$ cat src/rtl/scan_index_sequencer_pkg.sv
// Shared types, constants and the next-set-bit search for the scan index sequencer.
// Package name: scan_pkg.
//   scan_state_t  : sequencer states IDLE / SCAN / DONE
//   SCAN_*        : default channel count, index width and dwell width
//   next_set_idx  : returns {found, idx} for the next enabled channel strictly above cur,
//                   optionally wrapping to the lowest enabled channel
package scan_pkg;

    localparam int unsigned SCAN_N_CH    = 16;
    localparam int unsigned SCAN_IDX_W   = 4;
    localparam int unsigned SCAN_DWELL_W = 8;

    typedef enum logic [1:0] {
        IDLE = 2'd0,
        SCAN = 2'd1,
        DONE = 2'd2
    } scan_state_t;

    // Descending loops leave the lowest qualifying bit in idx.
    // Passing cur = all-ones with wrap = 1 yields the lowest set bit of the mask.
    function automatic logic [SCAN_IDX_W:0] next_set_idx(
        input logic [SCAN_N_CH-1:0]  mask,
        input logic [SCAN_IDX_W-1:0] cur,
        input logic                  wrap
    );
        logic                  found;
        logic [SCAN_IDX_W-1:0] idx;
        found = 1'b0;
        idx   = '0;
        for (int i = SCAN_N_CH - 1; i >= 0; i--) begin
            if (mask[i] && (i > int'(cur))) begin
                found = 1'b1;
                idx   = SCAN_IDX_W'(i);
            end
        end
        if (!found && wrap) begin
            for (int i = SCAN_N_CH - 1; i >= 0; i--) begin
                if (mask[i]) begin
                    found = 1'b1;
                    idx   = SCAN_IDX_W'(i);
                end
            end
        end
        return {found, idx};
    endfunction

endpackage

$ cat src/rtl/scan_index_sequencer_if.sv
// Control/status bundle of the scan index sequencer.
// master: drives start/stop/ch_mask/dwell/one_shot, observes the index outputs.
// slave : the sequencer itself.
// Optional output sel_onehot exists only when SCAN_ONEHOT_OUT_EN is defined.
interface scan_index_sequencer_if
    import scan_pkg::*;
#(
    parameter int unsigned N_CH    = SCAN_N_CH,
    parameter int unsigned IDX_W   = SCAN_IDX_W,
    parameter int unsigned DWELL_W = SCAN_DWELL_W
) ();
    logic               start;
    logic               stop;
    logic [N_CH-1:0]    ch_mask;
    logic [DWELL_W-1:0] dwell;
    logic               one_shot;
    logic [IDX_W-1:0]   idx;
    logic               idx_valid;
    logic               busy;
    logic               done;
    logic               err_empty;
`ifdef SCAN_ONEHOT_OUT_EN
    logic [N_CH-1:0]    sel_onehot;
`endif

    modport master (
        output start, stop, ch_mask, dwell, one_shot,
`ifdef SCAN_ONEHOT_OUT_EN
        input  sel_onehot,
`endif
        input  idx, idx_valid, busy, done, err_empty
    );

    modport slave (
        input  start, stop, ch_mask, dwell, one_shot,
`ifdef SCAN_ONEHOT_OUT_EN
        output sel_onehot,
`endif
        output idx, idx_valid, busy, done, err_empty
    );
endinterface

$ cat src/rtl/scan_index_sequencer_dwell_counter.sv
// scan_dwell_counter: loadable down-counter timing how long a channel is held.
//   clk, rst   : clock, synchronous active-high reset (clears the count)
//   i_load     : load i_load_val (takes priority over i_en)
//   i_en       : decrement by one
//   o_zero     : count is zero
module scan_dwell_counter #(
    parameter int unsigned WIDTH = 8
) (
    input  logic             clk,
    input  logic             rst,
    input  logic             i_load,
    input  logic             i_en,
    input  logic [WIDTH-1:0] i_load_val,
    output logic             o_zero
);
    logic [WIDTH-1:0] r_count;

    always_ff @(posedge clk) begin
        if (rst) begin
            r_count <= '0;
        end else if (i_load) begin
            r_count <= i_load_val;
        end else if (i_en) begin
            r_count <= r_count - WIDTH'(1);
        end
    end

    assign o_zero = (r_count == '0);
endmodule

$ cat src/rtl/scan_index_sequencer.sv
// scan_index_sequencer: walks a channel index through the enabled bits of a channel mask,
// holding each channel for dwell+1 cycles; single-pass or continuous.
//   clk, rst : clock, synchronous active-high reset
//   bus      : slave side of scan_index_sequencer_if
//              in : start, stop, ch_mask, dwell, one_shot
//              out: idx, idx_valid, busy, done, err_empty (all registered)
// Optional macro SCAN_ONEHOT_OUT_EN adds registered bus.sel_onehot = idx_valid ? 1 << idx : 0.
module scan_index_sequencer
    import scan_pkg::*;
#(
    parameter int unsigned N_CH    = SCAN_N_CH,
    parameter int unsigned IDX_W   = SCAN_IDX_W,
    parameter int unsigned DWELL_W = SCAN_DWELL_W
) (
    input  logic                   clk,
    input  logic                   rst,
    scan_index_sequencer_if.slave  bus
);
    scan_state_t        r_state, w_state_d;
    logic [N_CH-1:0]    r_mask, w_mask_d;
    logic [DWELL_W-1:0] r_dwell, w_dwell_d;
    logic               r_one_shot, w_one_shot_d;
    logic [IDX_W-1:0]   r_idx, w_idx_d;
    logic               r_valid, w_valid_d;
    logic               r_busy, w_busy_d;
    logic               r_done, w_done_d;
    logic               r_err, w_err_d;

    logic               w_cnt_load, w_cnt_en, w_cnt_zero;
    logic [DWELL_W-1:0] w_cnt_val;
    logic [IDX_W:0]     w_first, w_next;

    scan_dwell_counter #(
        .WIDTH (DWELL_W)
    ) u_dwell_cnt (
        .clk        (clk),
        .rst        (rst),
        .i_load     (w_cnt_load),
        .i_en       (w_cnt_en),
        .i_load_val (w_cnt_val),
        .o_zero     (w_cnt_zero)
    );

    // Start: lowest set bit of the incoming mask; found == mask nonzero.
    assign w_first = next_set_idx(bus.ch_mask, '1, 1'b1);
    // Advance: continuous mode wraps, one-shot reports not-found at the end of the pass.
    assign w_next  = next_set_idx(r_mask, r_idx, ~r_one_shot);

    always_comb begin
        w_state_d    = r_state;
        w_mask_d     = r_mask;
        w_dwell_d    = r_dwell;
        w_one_shot_d = r_one_shot;
        w_idx_d      = r_idx;
        w_valid_d    = r_valid;
        w_busy_d     = r_busy;
        w_done_d     = 1'b0;
        w_err_d      = 1'b0;
        w_cnt_load   = 1'b0;
        w_cnt_en     = 1'b0;
        w_cnt_val    = r_dwell;

        unique case (r_state)
            IDLE: begin
                w_idx_d   = '0;
                w_valid_d = 1'b0;
                w_busy_d  = 1'b0;
                if (bus.start) begin
                    if (w_first[IDX_W]) begin
                        w_mask_d     = bus.ch_mask;
                        w_dwell_d    = bus.dwell;
                        w_one_shot_d = bus.one_shot;
                        w_idx_d      = w_first[IDX_W-1:0];
                        w_valid_d    = 1'b1;
                        w_busy_d     = 1'b1;
                        w_cnt_load   = 1'b1;
                        w_cnt_val    = bus.dwell;
                        w_state_d    = SCAN;
                    end else begin
                        w_err_d = 1'b1;
                    end
                end
            end
            SCAN: begin
                if (bus.stop) begin
                    w_idx_d   = '0;
                    w_valid_d = 1'b0;
                    w_busy_d  = 1'b0;
                    w_state_d = IDLE;
                end else if (!w_cnt_zero) begin
                    w_cnt_en = 1'b1;
                end else if (w_next[IDX_W]) begin
                    w_idx_d    = w_next[IDX_W-1:0];
                    w_cnt_load = 1'b1;
                end else begin
                    w_idx_d   = '0;
                    w_valid_d = 1'b0;
                    w_done_d  = 1'b1;
                    w_state_d = DONE;
                end
            end
            DONE: begin
                w_idx_d   = '0;
                w_valid_d = 1'b0;
                w_busy_d  = 1'b0;
                w_state_d = IDLE;
            end
            default: begin
                w_idx_d   = '0;
                w_valid_d = 1'b0;
                w_busy_d  = 1'b0;
                w_state_d = IDLE;
            end
        endcase
    end

    always_ff @(posedge clk) begin
        if (rst) begin
            r_state    <= IDLE;
            r_mask     <= '0;
            r_dwell    <= '0;
            r_one_shot <= 1'b0;
            r_idx      <= '0;
            r_valid    <= 1'b0;
            r_busy     <= 1'b0;
            r_done     <= 1'b0;
            r_err      <= 1'b0;
        end else begin
            r_state    <= w_state_d;
            r_mask     <= w_mask_d;
            r_dwell    <= w_dwell_d;
            r_one_shot <= w_one_shot_d;
            r_idx      <= w_idx_d;
            r_valid    <= w_valid_d;
            r_busy     <= w_busy_d;
            r_done     <= w_done_d;
            r_err      <= w_err_d;
        end
    end

    assign bus.idx       = r_idx;
    assign bus.idx_valid = r_valid;
    assign bus.busy      = r_busy;
    assign bus.done      = r_done;
    assign bus.err_empty = r_err;

`ifdef SCAN_ONEHOT_OUT_EN
    logic [N_CH-1:0] r_sel;

    always_ff @(posedge clk) begin
        if (rst) begin
            r_sel <= '0;
        end else begin
            r_sel <= w_valid_d ? (N_CH'(1) << w_idx_d) : '0;
        end
    end

    assign bus.sel_onehot = r_sel;
`endif
endmodule

$ cat src/flat_wrapper.sv
// flat-port wrapper written by rule: the top's interface ports become plain ports
module scan_index_sequencer_flat import scan_pkg::*;
#(
    parameter int unsigned N_CH    = SCAN_N_CH,
    parameter int unsigned IDX_W   = SCAN_IDX_W,
    parameter int unsigned DWELL_W = SCAN_DWELL_W
)
  (clk, rst, bus_start, bus_stop, bus_ch_mask, bus_dwell, bus_one_shot, bus_idx, bus_idx_valid, bus_busy, bus_done, bus_err_empty);
  scan_index_sequencer_if #(.N_CH(N_CH), .IDX_W(IDX_W), .DWELL_W(DWELL_W)) bus_i ();
  input  logic clk;
  input  logic rst;
  input wire logic [$bits(bus_i.start)-1:0] bus_start;
  input wire logic [$bits(bus_i.stop)-1:0] bus_stop;
  input wire logic [$bits(bus_i.ch_mask)-1:0] bus_ch_mask;
  input wire logic [$bits(bus_i.dwell)-1:0] bus_dwell;
  input wire logic [$bits(bus_i.one_shot)-1:0] bus_one_shot;
  output wire logic [$bits(bus_i.idx)-1:0] bus_idx;
  output wire logic [$bits(bus_i.idx_valid)-1:0] bus_idx_valid;
  output wire logic [$bits(bus_i.busy)-1:0] bus_busy;
  output wire logic [$bits(bus_i.done)-1:0] bus_done;
  output wire logic [$bits(bus_i.err_empty)-1:0] bus_err_empty;
  assign bus_i.start = bus_start;
  assign bus_i.stop = bus_stop;
  assign bus_i.ch_mask = bus_ch_mask;
  assign bus_i.dwell = bus_dwell;
  assign bus_i.one_shot = bus_one_shot;
  assign bus_idx = bus_i.idx;
  assign bus_idx_valid = bus_i.idx_valid;
  assign bus_busy = bus_i.busy;
  assign bus_done = bus_i.done;
  assign bus_err_empty = bus_i.err_empty;
  scan_index_sequencer #(.N_CH(N_CH), .IDX_W(IDX_W), .DWELL_W(DWELL_W)) u_core (.clk(clk), .rst(rst), .bus(bus_i));
endmodule
$ cat config.mk
export PLATFORM = sky130hd
export DESIGN_NAME = scan_index_sequencer_flat
export DESIGN_NICKNAME = d
export VERILOG_FILES = /design/src/rtl/scan_index_sequencer_pkg.sv /design/src/rtl/scan_index_sequencer_if.sv /design/src/rtl/scan_index_sequencer_dwell_counter.sv /design/src/rtl/scan_index_sequencer.sv /design/src/flat_wrapper.sv
export SDC_FILE = /design/constraint.sdc
export NUM_CORES = 1
export LEC_CHECK = 0
export BUFFER_PORTS_ARGS = -buffer_cell sky130_fd_sc_hd__buf_4
export CAP_MARGIN = 10
export CELL_PAD_IN_SITES_DETAIL_PLACEMENT = 0
export CELL_PAD_IN_SITES_GLOBAL_PLACEMENT = 2
export CORE_MARGIN = 1
export CORE_UTILIZATION = 32
export CTS_CLUSTER_SIZE = 14
export DETAILED_ROUTE_END_ITERATION = 10
export HOLD_SLACK_MARGIN = 0.03
export PLACE_DENSITY_LB_ADDON = 0.1
export SYNTH_ARGS = -nofsm -noshare
export SYNTH_HDL_FRONTEND = slang
export SYNTH_SLANG_ARGS = --single-unit
$ cat constraint.sdc
create_clock -name clk -period 3.05 [get_ports clk]
set_input_delay 0.61 -clock clk [delete_from_list [all_inputs] [get_ports clk]]
set_output_delay 0.61 -clock clk [all_outputs]
set_load 0.005 [all_outputs]
After elaboration in Yosys (flattened, before gate mapping)
Cells that the tools add are included.
{"block": "op_classes", "n_addsub": 1, "eq_ne": 6, "bitwise_logic": 5, "magnitude_cmp": 15, "reduce_logical": 25, "n_mux": 130}
{"op": "$mux W4", "n": 53}
{"op": "$mux W1", "n": 62}
{"op": "$mux W8", "n": 5}
{"op": "$gt A4 B4 Y1 const A", "n": 8}
{"op": "$gt A3 B4 Y1 const A", "n": 4}
{"op": "$logic_and A1 B1 Y1", "n": 16}
{"op": "$mux W2", "n": 5}
{"op": "$gt A2 B4 Y1 const A", "n": 2}
{"op": "$logic_not A8 Y1", "n": 1}
{"op": "$pmux W4 S2", "n": 1}
{"op": "$sub A8 B1 Y8 const B", "n": 1}
{"op": "$pmux W1 S2", "n": 3}
{"op": "$not A1 Y1", "n": 5}
{"op": "$gt A1 B4 Y1 const A", "n": 1}
{"op": "$ne A2 B2 Y1 const B", "n": 2}
{"op": "$pmux W2 S2", "n": 1}
{"op": "$reduce_and A4 Y1", "n": 1}
{"op": "$reduce_or A4 Y1", "n": 1}
{"op": "$ne A3 B2 Y1 const B", "n": 1}
{"op": "$ne A3 B3 Y1 const B", "n": 1}
{"op": "$reduce_and A3 Y1", "n": 1}
{"op": "$reduce_or A3 Y1", "n": 1}
{"op": "$eq A2 B1 Y1 const B", "n": 1}
{"op": "$logic_not A2 Y1", "n": 1}
{"op": "other kinds (4)", "n": 4}
{"block": "totals", "regBits": 43, "out_inout_bits": 8, "in_bits": 29, "elab_cells": 192}

Longest topological paths before layout
{"block": "logic_depth", "depth_word": 39, "mapped_depth": 9, "depth_no_buf": 7}

Modules after synthesis
Synthesis repeated with hierarchy kept, for this count alone.
{"block": "hier_totals", "cells_unflattened": 353, "area_unflattened_um2": 2578.7}
{"module": "scan_index_sequencer", "seq_area_each_um2": 700.7, "n_inst": 1, "area_per_inst_um2": 2105.8, "cells_per_inst": 297}
{"module": "scan_dwell_counter", "seq_area_each_um2": 160.2, "n_inst": 1, "area_per_inst_um2": 473.0, "cells_per_inst": 56}

Worst setup path before layout
No wires, ideal clock.
{"block": "synth_timing", "path_type": "reg-to-reg", "start": "register u_core.r_idx[3], in the netlist u_core.bus.idx[3]", "end": "register u_core.u_dwell_cnt.r_count[1]", "path_stages_with_launch": 10, "setup_slack_ns": 0.570, "period_less_slack_ns": 2.480, "t_required_ns": 2.993, "path_buffers": 2, "setup_ns": 0.057, "arrival_time_ns": 2.422, "path_cell_list": "dfxtp_1 buf_2 nand2_1 o221a_1 or4b_4 o31a_1 a41o_1 buf_6 a2111oi_4 a21o_1"}
{"block": "synth_via", "elab_chain_cells": 39, "word_cells_on_any_way": 70, "cone_classes": "order compare: 15; mux: 37; reduce/logical: 18"}
{"item": "start, declared", "line": "scan_index_sequencer.sv:23", "rtl": "logic [IDX_W-1:0] r_idx, w_idx_d;"}
{"item": "start signal, assigned", "line": "scan_index_sequencer.sv:133", "rtl": "r_idx <= w_idx_d;"}
{"item": "$gt A4 B4 Y1", "line": "scan_index_sequencer_pkg.sv:31", "rtl": "if (mask[i] && (i > int'(cur))) begin"}
{"item": "$logic_and A1 B1 Y1", "line": "scan_index_sequencer_pkg.sv:31"}
{"item": "$mux W1 (14 in a row)", "line": "scan_index_sequencer_pkg.sv:31"}
{"item": "$mux W1 (*)", "line": "scan_index_sequencer_pkg.sv:31"}
{"item": "$mux W1 (16 in a row)", "line": "scan_index_sequencer_pkg.sv:38", "rtl": "if (mask[i]) begin"}
{"item": "$mux W1 (*)", "line": "scan_index_sequencer_pkg.sv:36", "rtl": "if (!found && wrap) begin"}
{"item": "$mux W1 (*)", "line": "scan_index_sequencer.sv:92", "rtl": "end else if (w_next[IDX_W]) begin"}
{"item": "$mux W1 (*)", "line": "scan_index_sequencer.sv:90", "rtl": "end else if (!w_cnt_zero) begin"}
{"item": "$mux W1 (*)", "line": "scan_index_sequencer.sv:85", "rtl": "if (bus.stop) begin"}
{"item": "$pmux W1 S2 (*)", "line": "scan_index_sequencer.sv:63", "rtl": "unique case (r_state)"}
{"item": "$mux W8 / $reduce_bool A2 Y1 (equally long branches)"}
{"item": "end signal, assigned", "line": "scan_index_sequencer_dwell_counter.sv:22", "rtl": "r_count <= i_load_val;"}
{"item": "end signal, assigned", "line": "scan_index_sequencer_dwell_counter.sv:24", "rtl": "r_count <= r_count - WIDTH'(1);"}
{"item": "end, declared", "line": "scan_index_sequencer_dwell_counter.sv:16", "rtl": "logic [WIDTH-1:0] r_count;"}
Mark *: on every way between the ends. The rest lies on a longest branch, timed or not.
A chain may end at the register's enable or synchronous reset.

Worst setup path after layout
{"block": "layout_timing", "start": "register u_core.r_idx[1], in the netlist u_core.bus.idx[1]", "end": "register u_core.r_idx[1], in the netlist u_core.bus.idx[1]"}
{"block": "layout_via", "elab_chain_cells": 38, "word_cells_on_any_way": 100, "cone_classes": "order compare: 15; mux: 68; reduce/logical: 17"}
{"item": "$gt A4 B4 Y1", "line": "scan_index_sequencer_pkg.sv:31"}
{"item": "$logic_and A1 B1 Y1", "line": "scan_index_sequencer_pkg.sv:31"}
{"item": "$mux W4 / $mux W1 (equally long branches) (15 in a row)", "line": "scan_index_sequencer_pkg.sv:31"}
{"item": "$mux W4 / $mux W1 (equally long branches) (16 in a row)", "line": "scan_index_sequencer_pkg.sv:38"}
{"item": "$mux W4 / $mux W1 (equally long branches)", "line": "scan_index_sequencer_pkg.sv:36"}
{"item": "$mux W4 (*)", "line": "scan_index_sequencer.sv:92"}
{"item": "$mux W4 (*)", "line": "scan_index_sequencer.sv:90"}
{"item": "$mux W4 (*)", "line": "scan_index_sequencer.sv:85"}
{"item": "$pmux W4 S2 (*)", "line": "scan_index_sequencer.sv:63"}
Mark *: on every way between the ends. The rest lies on a longest branch, timed or not. The select of a mux whose other input is x is not followed.

==> flow_metrics.tcl <==
set metrics [dict create \
    firstDrtPassIters 4 \
    postCtsHoldBufs 0 \
    viasPerCell 5.300 \
    portBuffers 36 \
    synth_area_sq_um 2505 \
    multi_input_area_sq_um 1491 \
    ys.flop_type "dfxtp_1" \
    grt_pass1_vias 2415 \
    vias 2507 \
    report.final.slew_viol_count 0 \
    drv_cap 0 \
    yosysWarnings 0 \
    critPathMaxFanout 16 \
    clock-skew-final_ps 8.325 \
    ant_nets 0 \
    power_leakage_nw 1.119 \
    root_buffer "clkbuf_8" \
    synth_top_area_share_pct 34.37 \
    status "completed" \
    die_x_um 90.48 \
    dieHeight_um 90.48 \
    io_pins 37 \
    synth_common_cells "nand2_1, dfxtp_1, a21oi_1" \
    period_minus_slack_ps 2839 \
    seq_area_frac_synth_pct 34.37 \
    worstSkewPairLatency_ps 300 \
    worstMarginPinSlew_ps 747.9 \
    synth_area_per_cell_sq_um 7.346 \
    grt_pass1_wl_mm 12.50 \
    finalSetupTns_ps 0 \
    post-synth-top-count-cell "nand2_1" \
    synth_area_leader_cell "dfxtp_1" \
    cts-resized-gates 0 \
    max_slew_margin_pct 49.68 \
    antenna_cells 0 \
    syn_inst 341 \
    fmax_mhz 352.2 \
    antenna_found_initial 0 \
    drive_gt1_share_pct 17.11 \
    synth_edf_count 0 \
    fin_nets 403 \
    place_congestion 0.8300 \
    p_per_area_nw_per_um2 518.1 \
    cts_setup_buffers 0 \
    worstSetupPathType "reg2reg" \
    hold_viol_final 0 \
    syn-num-nets 371 \
    start_util_pct 33.81 \
    drt_iter0_markers 141 \
    core-area_sq_um 7408 \
    grt_overflow 0 \
    grt_max_degree 45 \
    rsz0062_at_grt "no" \
    clockBufferDepth 2 \
    synthArstFlopShare_pct 0 \
    post-route-drc-count 0 \
    grt_usage_pct 18.95 \
    ys_ff_latch 43 \
    clkTransAtPathRegs_ps 90 \
    critical_path_arrival_ps 3050 \
    cts_buffers 5 \
    yosysUniqueCellTypes 55 \
    std_cell_rows 31 \
    wl_per_cell_um 15.65 \
    final_area_sq_um 3012 \
    start_kind "register" \
    htreeDepth 2 \
    numClockSinks 43 \
    ff_latch_area_sq_um 862.1 \
    dieArea_sq_um 8186 \
    period_share_pct 93.09 \
    ir_worst_vdd_mv 0.1792 \
    setup_viol 0 \
    dp_hpwl_mm 5.364 \
    cts_tree "done" \
    endpoint_kind "register" \
    dpl-instance-area_sq_um 2889 \
    synthToLayoutAreaGrowth_pct 20.23 \
    hold_class "reg2reg" \
    wirelength_mm 7.404 \
    fillers 797 \
    synth.area.top_cells "dfxtp_1, nand2_1, a21oi_1" \
    cp.required_ps 3260 \
]
flip-flops by register name, indices dropped and copies added (netlist names):
signal	flops
u_core.r_mask	16
u_core.r_dwell	8
u_core.u_dwell_cnt.r_count	8
u_core.bus.idx	4
u_core.r_state	2
u_core.bus.busy	1
u_core.bus.done	1
u_core.bus.err_empty	1
u_core.bus.idx_valid	1
u_core.r_one_shot	1
power breakdown:
part | internal [mW] | switching, mW | leakage [nW]
logic | 0.186 | 0.223 | 0.704
clock network | 0.270 | 0.218 | 0.0618
registers | 0.604 | 0.0602 | 0.353
total | 1.06 | 0.501 | 1.12
final cells by class:
type / instances / area share [%]
clock buffers: 6 / 2.742
clock inverters: 2 / 1.288
inverters: 12 / 1.496
multi-input cells: 262 / 49.52
flip-flops and latches: 43 / 28.62
well taps: 99 / 4.113
repair buffers: 49 / 12.21
layout by cell type, fill, tap and decap left out, types with 3 or more instances in the layout:
cell type / count
o21ai_0: 4
clkbuf_8: 6
a221oi_1: 6
o21bai_1: 4
or4_1: 7
nor4_1: 9
a31oi_1: 4
xnor2_1: 3
o31ai_1: 12
nand3_1: 8
a21oi_1: 40
inv_1: 12
nand2_1: 69
nor3_1: 14
nand2b_1: 4
xor2_1: 4
nor2b_1: 5
nor3b_1: 3
o31a_1: 4
dfxtp_1: 42
nor2_1: 25
buf_4: 49
worst paths after layout:
check	start	end	slack (ps)	depth (start not counted)
worst max-delay path	u_core.bus.idx[1]	u_core.bus.idx[1]	210	7
worst min register to register	u_core.bus.busy	u_core.bus.busy	470	2
worst max register to register	u_core.bus.idx[1]	u_core.bus.idx[1]	210	7
worst min-delay path	u_core.bus.busy	u_core.bus.busy	470	2
critical path, stage by stage (launching register included):
cell	delay [ps]
dfxtp_1	650
nand2_1	140
o221a_1	290
or4b_4	560
or4_1	540
a211oi_1	250
o21ai_1	80
a221oi_1	240
stage by stage:
step	utilization, %	hold slack [ps]	setup WS (ps)	cells	total power [mW]
final	40.65	471.1	210.8	473	1.560
after detailed placement	39.00	454.9	145.4	465	1.085
after global routing	40.65	491.7	5.173	473	1.654
after CTS	40.64	469.1	124.5	473	1.575
after global placement	39.00	454.4	241.6	465	1.087
after floorplan	-	440.4	570.2	341	0.9462
per-layer routing:
layer | vias to the layer above | part of all wire (%) | GRT usage (%)
met5 | - | 0 | 0
met4 | 0 | 1.2 | 5.645
met3 | 8 | 4.5 | 3.620
met2 | 63 | 41 | 26.45
met1 | 1144 | 54 | 28.81
li1 | 1292 | - | -
logic make-up (layout without fill, tap and decap cells):
| kind of cell | after synthesis | count (layout) | synth area share, % |
|---|---|---|---|
| AND/OR/NAND/NOR | 153 | 153 | 28.62 |
| flip-flops | 43 | 43 | 34.37 |
| multiplexers | 1 | 1 | 0.3996 |
| AO/OA/AOI/OAI | 100 | 100 | 27.32 |
| buffers and inverters | 36 | 69 | 6.344 |
| XOR/XNOR | 7 | 7 | 2.448 |
| adder cells (fa/ha/maj) | 1 | 1 | 0.4994 |
Note: power is estimated with default switching activity, not from simulation.
